===== config.mk =====
export PLATFORM = sky130hd
export DESIGN_NAME = unidade_controle
export DESIGN_NICKNAME = d
export VERILOG_FILES = /design/src/rtl/unidade_controle_pkg.sv /design/src/rtl/unidade_controle_decodificador.sv /design/src/rtl/unidade_controle.sv
export SDC_FILE = /design/constraint.sdc
export NUM_CORES = 1
export LEC_CHECK = 0
export ABC_AREA = 1
export CAP_MARGIN = 30
export CORE_ASPECT_RATIO = 0.6
export CORE_MARGIN = 2
export CORE_UTILIZATION = 30
export CTS_CLUSTER_SIZE = 25
export DETAILED_ROUTE_END_ITERATION = 12
export PLACE_DENSITY = 0.63
export SLEW_MARGIN = 25
export SYNTH_ARGS = -nofsm -noshare
export SYNTH_HDL_FRONTEND = slang
export SYNTH_SLANG_ARGS = --single-unit

===== constraint.sdc =====
create_clock -name clock -period 1.9 [get_ports clock]
set_input_delay 0.285 -clock clock [delete_from_list [all_inputs] [get_ports clock]]
set_output_delay 0.285 -clock clock [all_outputs]
set_load 0.02 [all_outputs]

===== src/rtl/unidade_controle_pkg.sv =====
// Shared encodings for the multicycle control unit: FSM states, instruction
// classes, opcode constants and datapath mux-select values.
package unidade_controle_pkg;

  typedef enum logic [2:0] {
    S_IDLE   = 3'd0,
    S_FETCH  = 3'd1,
    S_DECODE = 3'd2,
    S_EXEC   = 3'd3,
    S_MEM    = 3'd4,
    S_WB     = 3'd5,
    S_ERRO   = 3'd6
  } estado_t;

  typedef enum logic [2:0] {
    C_R      = 3'd0,
    C_I      = 3'd1,
    C_LOAD   = 3'd2,
    C_STORE  = 3'd3,
    C_BRANCH = 3'd4,
    C_AUIPC  = 3'd5,
    C_JAL    = 3'd6
  } classe_t;

  localparam logic [6:0] OP_R      = 7'b0110011;
  localparam logic [6:0] OP_I      = 7'b0010011;
  localparam logic [6:0] OP_LOAD   = 7'b0000011;
  localparam logic [6:0] OP_STORE  = 7'b0100011;
  localparam logic [6:0] OP_BRANCH = 7'b1100011;
  localparam logic [6:0] OP_AUIPC  = 7'b0010111;
  localparam logic [6:0] OP_JAL    = 7'b1101111;

  localparam logic       MUX1_IMM   = 1'b0;
  localparam logic       MUX1_DOUTB = 1'b1;
  localparam logic [1:0] MUX2_MEM   = 2'd0;
  localparam logic [1:0] MUX2_ULA   = 2'd1;
  localparam logic [1:0] MUX2_PC4   = 2'd2;
  localparam logic [1:0] MUX2_PCIMM = 2'd3;
  localparam logic       MUX4_DOUTA = 1'b0;
  localparam logic       MUX4_PC    = 1'b1;

  typedef struct packed {
    logic       mux1;
    logic [1:0] mux2;
    logic       mux4;
  } sel_t;

  // Datapath selects latched on entry to EXEC and held until the instruction retires.
  function automatic sel_t sel_de_classe(input classe_t c);
    sel_t s;
    s = '{mux1: MUX1_IMM, mux2: MUX2_MEM, mux4: MUX4_DOUTA};
    case (c)
      C_R:      s = '{mux1: MUX1_DOUTB, mux2: MUX2_ULA,   mux4: MUX4_DOUTA};
      C_I:      s = '{mux1: MUX1_IMM,   mux2: MUX2_ULA,   mux4: MUX4_DOUTA};
      C_LOAD:   s = '{mux1: MUX1_IMM,   mux2: MUX2_MEM,   mux4: MUX4_DOUTA};
      C_STORE:  s = '{mux1: MUX1_IMM,   mux2: MUX2_MEM,   mux4: MUX4_DOUTA};
      C_BRANCH: s = '{mux1: MUX1_DOUTB, mux2: MUX2_MEM,   mux4: MUX4_PC};
      C_AUIPC:  s = '{mux1: MUX1_IMM,   mux2: MUX2_PCIMM, mux4: MUX4_PC};
      C_JAL:    s = '{mux1: MUX1_IMM,   mux2: MUX2_PC4,   mux4: MUX4_PC};
      default:  s = '{mux1: MUX1_IMM,   mux2: MUX2_MEM,   mux4: MUX4_DOUTA};
    endcase
    return s;
  endfunction

endpackage


===== src/rtl/unidade_controle_decodificador.sv =====
// Combinational opcode classifier: maps the 7-bit opcode to an instruction
// class and flags anything outside the supported set as illegal.
module decodificador_opcode
  import unidade_controle_pkg::*;
(
  input  logic [6:0] i_opcode,
  output classe_t    o_classe,
  output logic       o_legal
);

  always_comb begin
    o_classe = C_R;
    o_legal  = 1'b1;
    case (i_opcode)
      OP_R:      o_classe = C_R;
      OP_I:      o_classe = C_I;
      OP_LOAD:   o_classe = C_LOAD;
      OP_STORE:  o_classe = C_STORE;
      OP_BRANCH: o_classe = C_BRANCH;
      OP_AUIPC:  o_classe = C_AUIPC;
      OP_JAL:    o_classe = C_JAL;
      default:   o_legal  = 1'b0;
    endcase
  end

endmodule


===== src/rtl/unidade_controle.sv =====
// Multicycle control FSM: sequences fetch/decode/exec/mem/wb, drives registered
// write enables and datapath selects, counts retired instructions.
module unidade_controle
  import unidade_controle_pkg::*;
(
  input  logic        clock,
  input  logic        reset,
  input  logic        run,
  input  logic [6:0]  opcode,
  input  logic        flag,
  output logic        wePC,
  output logic        weIR,
  output logic        weReg,
  output logic        weMem,
  output logic        sinalMux1,
  output logic [1:0]  sinalMux2,
  output logic        sinalMux4,
  output logic [2:0]  estado,
  output logic        erro,
  output logic [31:0] instret
);

  estado_t     r_estado;
  classe_t     r_classe;
  sel_t        r_sel;
  logic        r_wePC, r_weIR, r_weReg, r_weMem, r_erro;
  logic [31:0] r_instret;

  classe_t     w_classe;
  logic        w_legal;
  // The branch decision is taken by Mux3 in the datapath; the FSM timing is flag-independent.
  logic        w_unused_flag;
  assign w_unused_flag = flag;

  decodificador_opcode u_dec (
    .i_opcode (opcode),
    .o_classe (w_classe),
    .o_legal  (w_legal)
  );

  always_ff @(posedge clock or posedge reset) begin
    if (reset) begin
      r_estado  <= S_IDLE;
      r_classe  <= C_R;
      r_sel     <= '0;
      r_wePC    <= 1'b0;
      r_weIR    <= 1'b0;
      r_weReg   <= 1'b0;
      r_weMem   <= 1'b0;
      r_erro    <= 1'b0;
      r_instret <= '0;
    end else begin
      r_wePC  <= 1'b0;
      r_weIR  <= 1'b0;
      r_weReg <= 1'b0;
      r_weMem <= 1'b0;
      if (r_wePC) r_instret <= r_instret + 32'd1;
      // wePC marks the final state of every instruction, whatever that state is.
      if (r_wePC) begin
        r_estado <= run ? S_FETCH : S_IDLE;
        r_weIR   <= run;
      end else begin
        case (r_estado)
          S_IDLE: if (run) begin
            r_estado <= S_FETCH;
            r_weIR   <= 1'b1;
          end
          S_FETCH: r_estado <= S_DECODE;
          S_DECODE: if (w_legal) begin
            r_estado <= S_EXEC;
            r_classe <= w_classe;
            r_sel    <= sel_de_classe(w_classe);
            r_wePC   <= (w_classe == C_BRANCH);
          end else begin
            r_estado <= S_ERRO;
            r_erro   <= 1'b1;
          end
          S_EXEC: if (r_classe == C_LOAD || r_classe == C_STORE) begin
            r_estado <= S_MEM;
            r_weMem  <= (r_classe == C_STORE);
            r_wePC   <= (r_classe == C_STORE);
          end else begin
            r_estado <= S_WB;
            r_weReg  <= 1'b1;
            r_wePC   <= 1'b1;
          end
          S_MEM: begin
            r_estado <= S_WB;
            r_weReg  <= 1'b1;
            r_wePC   <= 1'b1;
          end
          default: r_estado <= r_estado;
        endcase
      end
    end
  end

  assign wePC      = r_wePC;
  assign weIR      = r_weIR;
  assign weReg     = r_weReg;
  assign weMem     = r_weMem;
  assign sinalMux1 = r_sel.mux1;
  assign sinalMux2 = r_sel.mux2;
  assign sinalMux4 = r_sel.mux4;
  assign estado    = r_estado;
  assign erro      = r_erro;
  assign instret   = r_instret;

endmodule


==> results.yml <==
status:
  status: "finished clean"
cells_and_area:
  nets: 379
  utilization_pct: 42.3
  synthToLayoutAreaGrowth_pct: 34.7
  drive_gt1_share_pct: 13.0
  num_antenna_cells: 0
worst_setup_path:
  path_depth: 1
  cpMaxStageDelayCell: "clkdlybuf4s50_1"
  reg2reg_slack_ns: 0.25
  arrival_ns: 1.53
  crit_path_start: "wePC$_DFF_PP0_"
  endpoint_kind: "primary output"
  cp-start-kind: "flop"
  rr_startpoint: "instret[1]$_DFFE_PP0P_"
  required_ns: 1.62
  crit_path_max_incr_delay_ns: 0.68
  crit_type: "reg2out"
  r2r_cells: 7
  crit_chain: "clkdlybuf4s50_1"
  cp_max_fo: 9
  cp.buffers_inverters: 1
  crit_family: "buffers and inverters"
  r2r_end: "instret[24]$_DFFE_PP0P_"
routing:
  drc_errors: 0
  wl_microns: 5790
  vias: 2142
  drt_first_pass_iters: 4
  post_drt_wl_per_cell_microns: 12.2
  ant_nets: 0
  viasPerCell: 4.50
  drt-initial-drc-count: 155
timing:
  fin_crit_sh_pct: 95.4
  drv_slew: 0
  hold_viol_final: 0
  rsz0062_at_grt: "no"
  tightestPinTransition_ns: 0.383
  timing.setup.tns_ns: 0
  clock.fmax_ghz: 0.552
  setup_viol: 0
  finalClockSkew_ns: 0.00611
  relSlewSlack_pct: 74.3
  min_period_ns: 1.81
power:
  p_sw_mw: 1.02
  leakage_nw: 1.55
  power.density_mw_per_mm2: 904
  swShare_pct: 33.5
  power_frac_seq_pct: 41.2
  p_int_mw: 2.03
  power.total_mw: 3.05
  combPwrFrac_pct: 28.6
  clkPwrFrac_pct: 30.2
  max-vdd-ir-drop_mv: 0.537
yosys:
  synth_compound_area_share_pct: 4.14
  synth_mux_area_share_pct: 0
  synthTopCellsByArea: "dfrtp_1 47%, nand2_1 13%, inv_1 5.4%"
  ys_types: 30
  synth_top_area_share_pct: 46.9
  yosys.area.top_type: "dfrtp_1"
  syn_avg_cell_area_sq_um: 8.30
  synthesis.instances: 302
  yosys.area_share.xor_xnor_pct: 9.08
  synth_edf_count: 0
  synth_top_family_by_area: "simple AND/OR/NAND/NOR gates"
  async_reset_ff_share_pct: 100
  synthSimpleGateAreaFrac_pct: 32.9
  syn_area_sq_mm: 0.00251
  synth-adder-area-share_pct: 0.499
  yosysWarnings: 0
  yosys-top-cells-count: "88 x nand2_1, 47 x dfrtp_1, 36 x inv_1"
  ys_seq_elements: 47
  synth_flop_cell: "dfrtp_1"
  syn_nets: 314
  yosysSeqAreaShare_pct: 46.9
  yosys.cell_count.top_type: "nand2_1"
clock_tree:
  cts_setup_buffers: 0
  cts_resized: 0
  clockBufferDepth: 2
  ctsHoldBuffers: 0
  numCtsBuffers: 5
  clkLatencyLatePin_ns: 0.29
  h-tree-depth: 2
  numClockSinks: 47
  cts_tree: "done"
  root_buffer: "clkbuf_16"
  clk_pin_slew_ns: 0.07
floorplan:
  dieArea_sq_mm: 0.00913
  row_count: 25
  initial_core_util_pct: 31.4
  die_w_microns: 122
  die_h_microns: 74.8
  core_sq_mm: 0.00798
  io_pins: 55
worst_hold_path:
  hp-class: "in2async"
placed_design:
  dp_hpwl_microns: 4430
  place.gp.congestion: 0.843
  portBuffers: 53
global_routing:
  grt_pass1_vias: 2049
  grtUsageTotal_pct: 13.6
  overflow: 0
  grt_max_degree: 48
  antenna_found_initial: 0
  grt_pass1_wl_microns: 9760
run:
  drv_cap: 0
routing by layer:
layer  track usage [%]  part of all wire [%]  vias up
li1                  -                     -     1084
met1              20.1                    52      976
met2              20.0                    41       72
met3              3.41                   6.1       10
met4              3.83                   1.1        0
met5                 0                     0        -
per-stage QoR:
stage	std cells	setup slack (ns)	hold slack (ns)	area [sq um]
after floorplan	302	0.271	0.402	2510
after detailed placement	468	0.0531	0.460	3220
final	476	0.0883	0.328	3380
after CTS	476	0.0708	0.357	3380
after global placement	468	0.0993	0.449	3220
after global routing	476	0.0248	0.379	3380
cell type report:
class	instances	area, sq um
flip-flops and latches	47	1180
well taps	108	135
multi-input cells	214	1170
clock inverters	2	16.3
repair buffers	60	596
fillers	799	4600
clock buffers	6	139
inverters	39	146
state kept, by name (all words and copies together), names as in the netlist, 2 cells and up:
| name | count |
|---|---|
| instret | 32 |
| estado | 3 |
| r_classe | 3 |
| sinalMux2 | 2 |
how the worst max path moves through the flow:
stage / end / slack [ns]
3_5_place_dp: r_classe[2]$_DFFE_PP0P_ / 0.05
4_1_cts: wePC / 0.07
5_1_grt: wePC / 0.02
3_3_place_gp: r_classe[2]$_DFFE_PP0P_ / 0.1
2_1_floorplan: instret[20]$_DFFE_PP0P_ / 0.27
6_report: wePC / 0.09
logic make-up (layout without fill, tap and decap cells):
logic type               count (synthesis)  in the layout
AND/OR/NAND/NOR                        171            171
flip-flops                              47             47
buffers and inverters                   41            107
XOR/XNOR                                26             26
adder cells (fa/ha/maj)                  1              1
AO/OA/AOI/OAI                           16             16
layout by cell type (no fill, tap or decap), types with 2 or more instances in the layout:
cell type | netlist | layout
buf_4 | 0 | 6
o21ai_0 | 5 | 5
xor2_1 | 14 | 14
nor2_2 | 6 | 6
nand3_1 | 14 | 14
nor2_4 | 5 | 5
inv_2 | 3 | 4
nor2_1 | 23 | 23
clkdlybuf4s50_1 | 0 | 53
o21ai_2 | 3 | 3
nor3_1 | 6 | 6
nand2_1 | 88 | 88
nand2_2 | 11 | 11
clkbuf_16 | 0 | 5
xnor2_1 | 12 | 12
inv_1 | 36 | 35
a21oi_1 | 2 | 2
nand4_1 | 13 | 13
dfrtp_1 | 47 | 47
power groups by stage:
stage                     clock, mW  combinational (mW)  sequential [mW]
after floorplan                   0               0.364             1.40
after global placement            0               0.868             1.27
after detailed placement          0               0.876             1.28
after CTS                     0.944               0.882             1.26
after global routing          0.981               0.972             1.28
final                         0.922               0.873             1.26
Power figures use the tool's default switching activity.
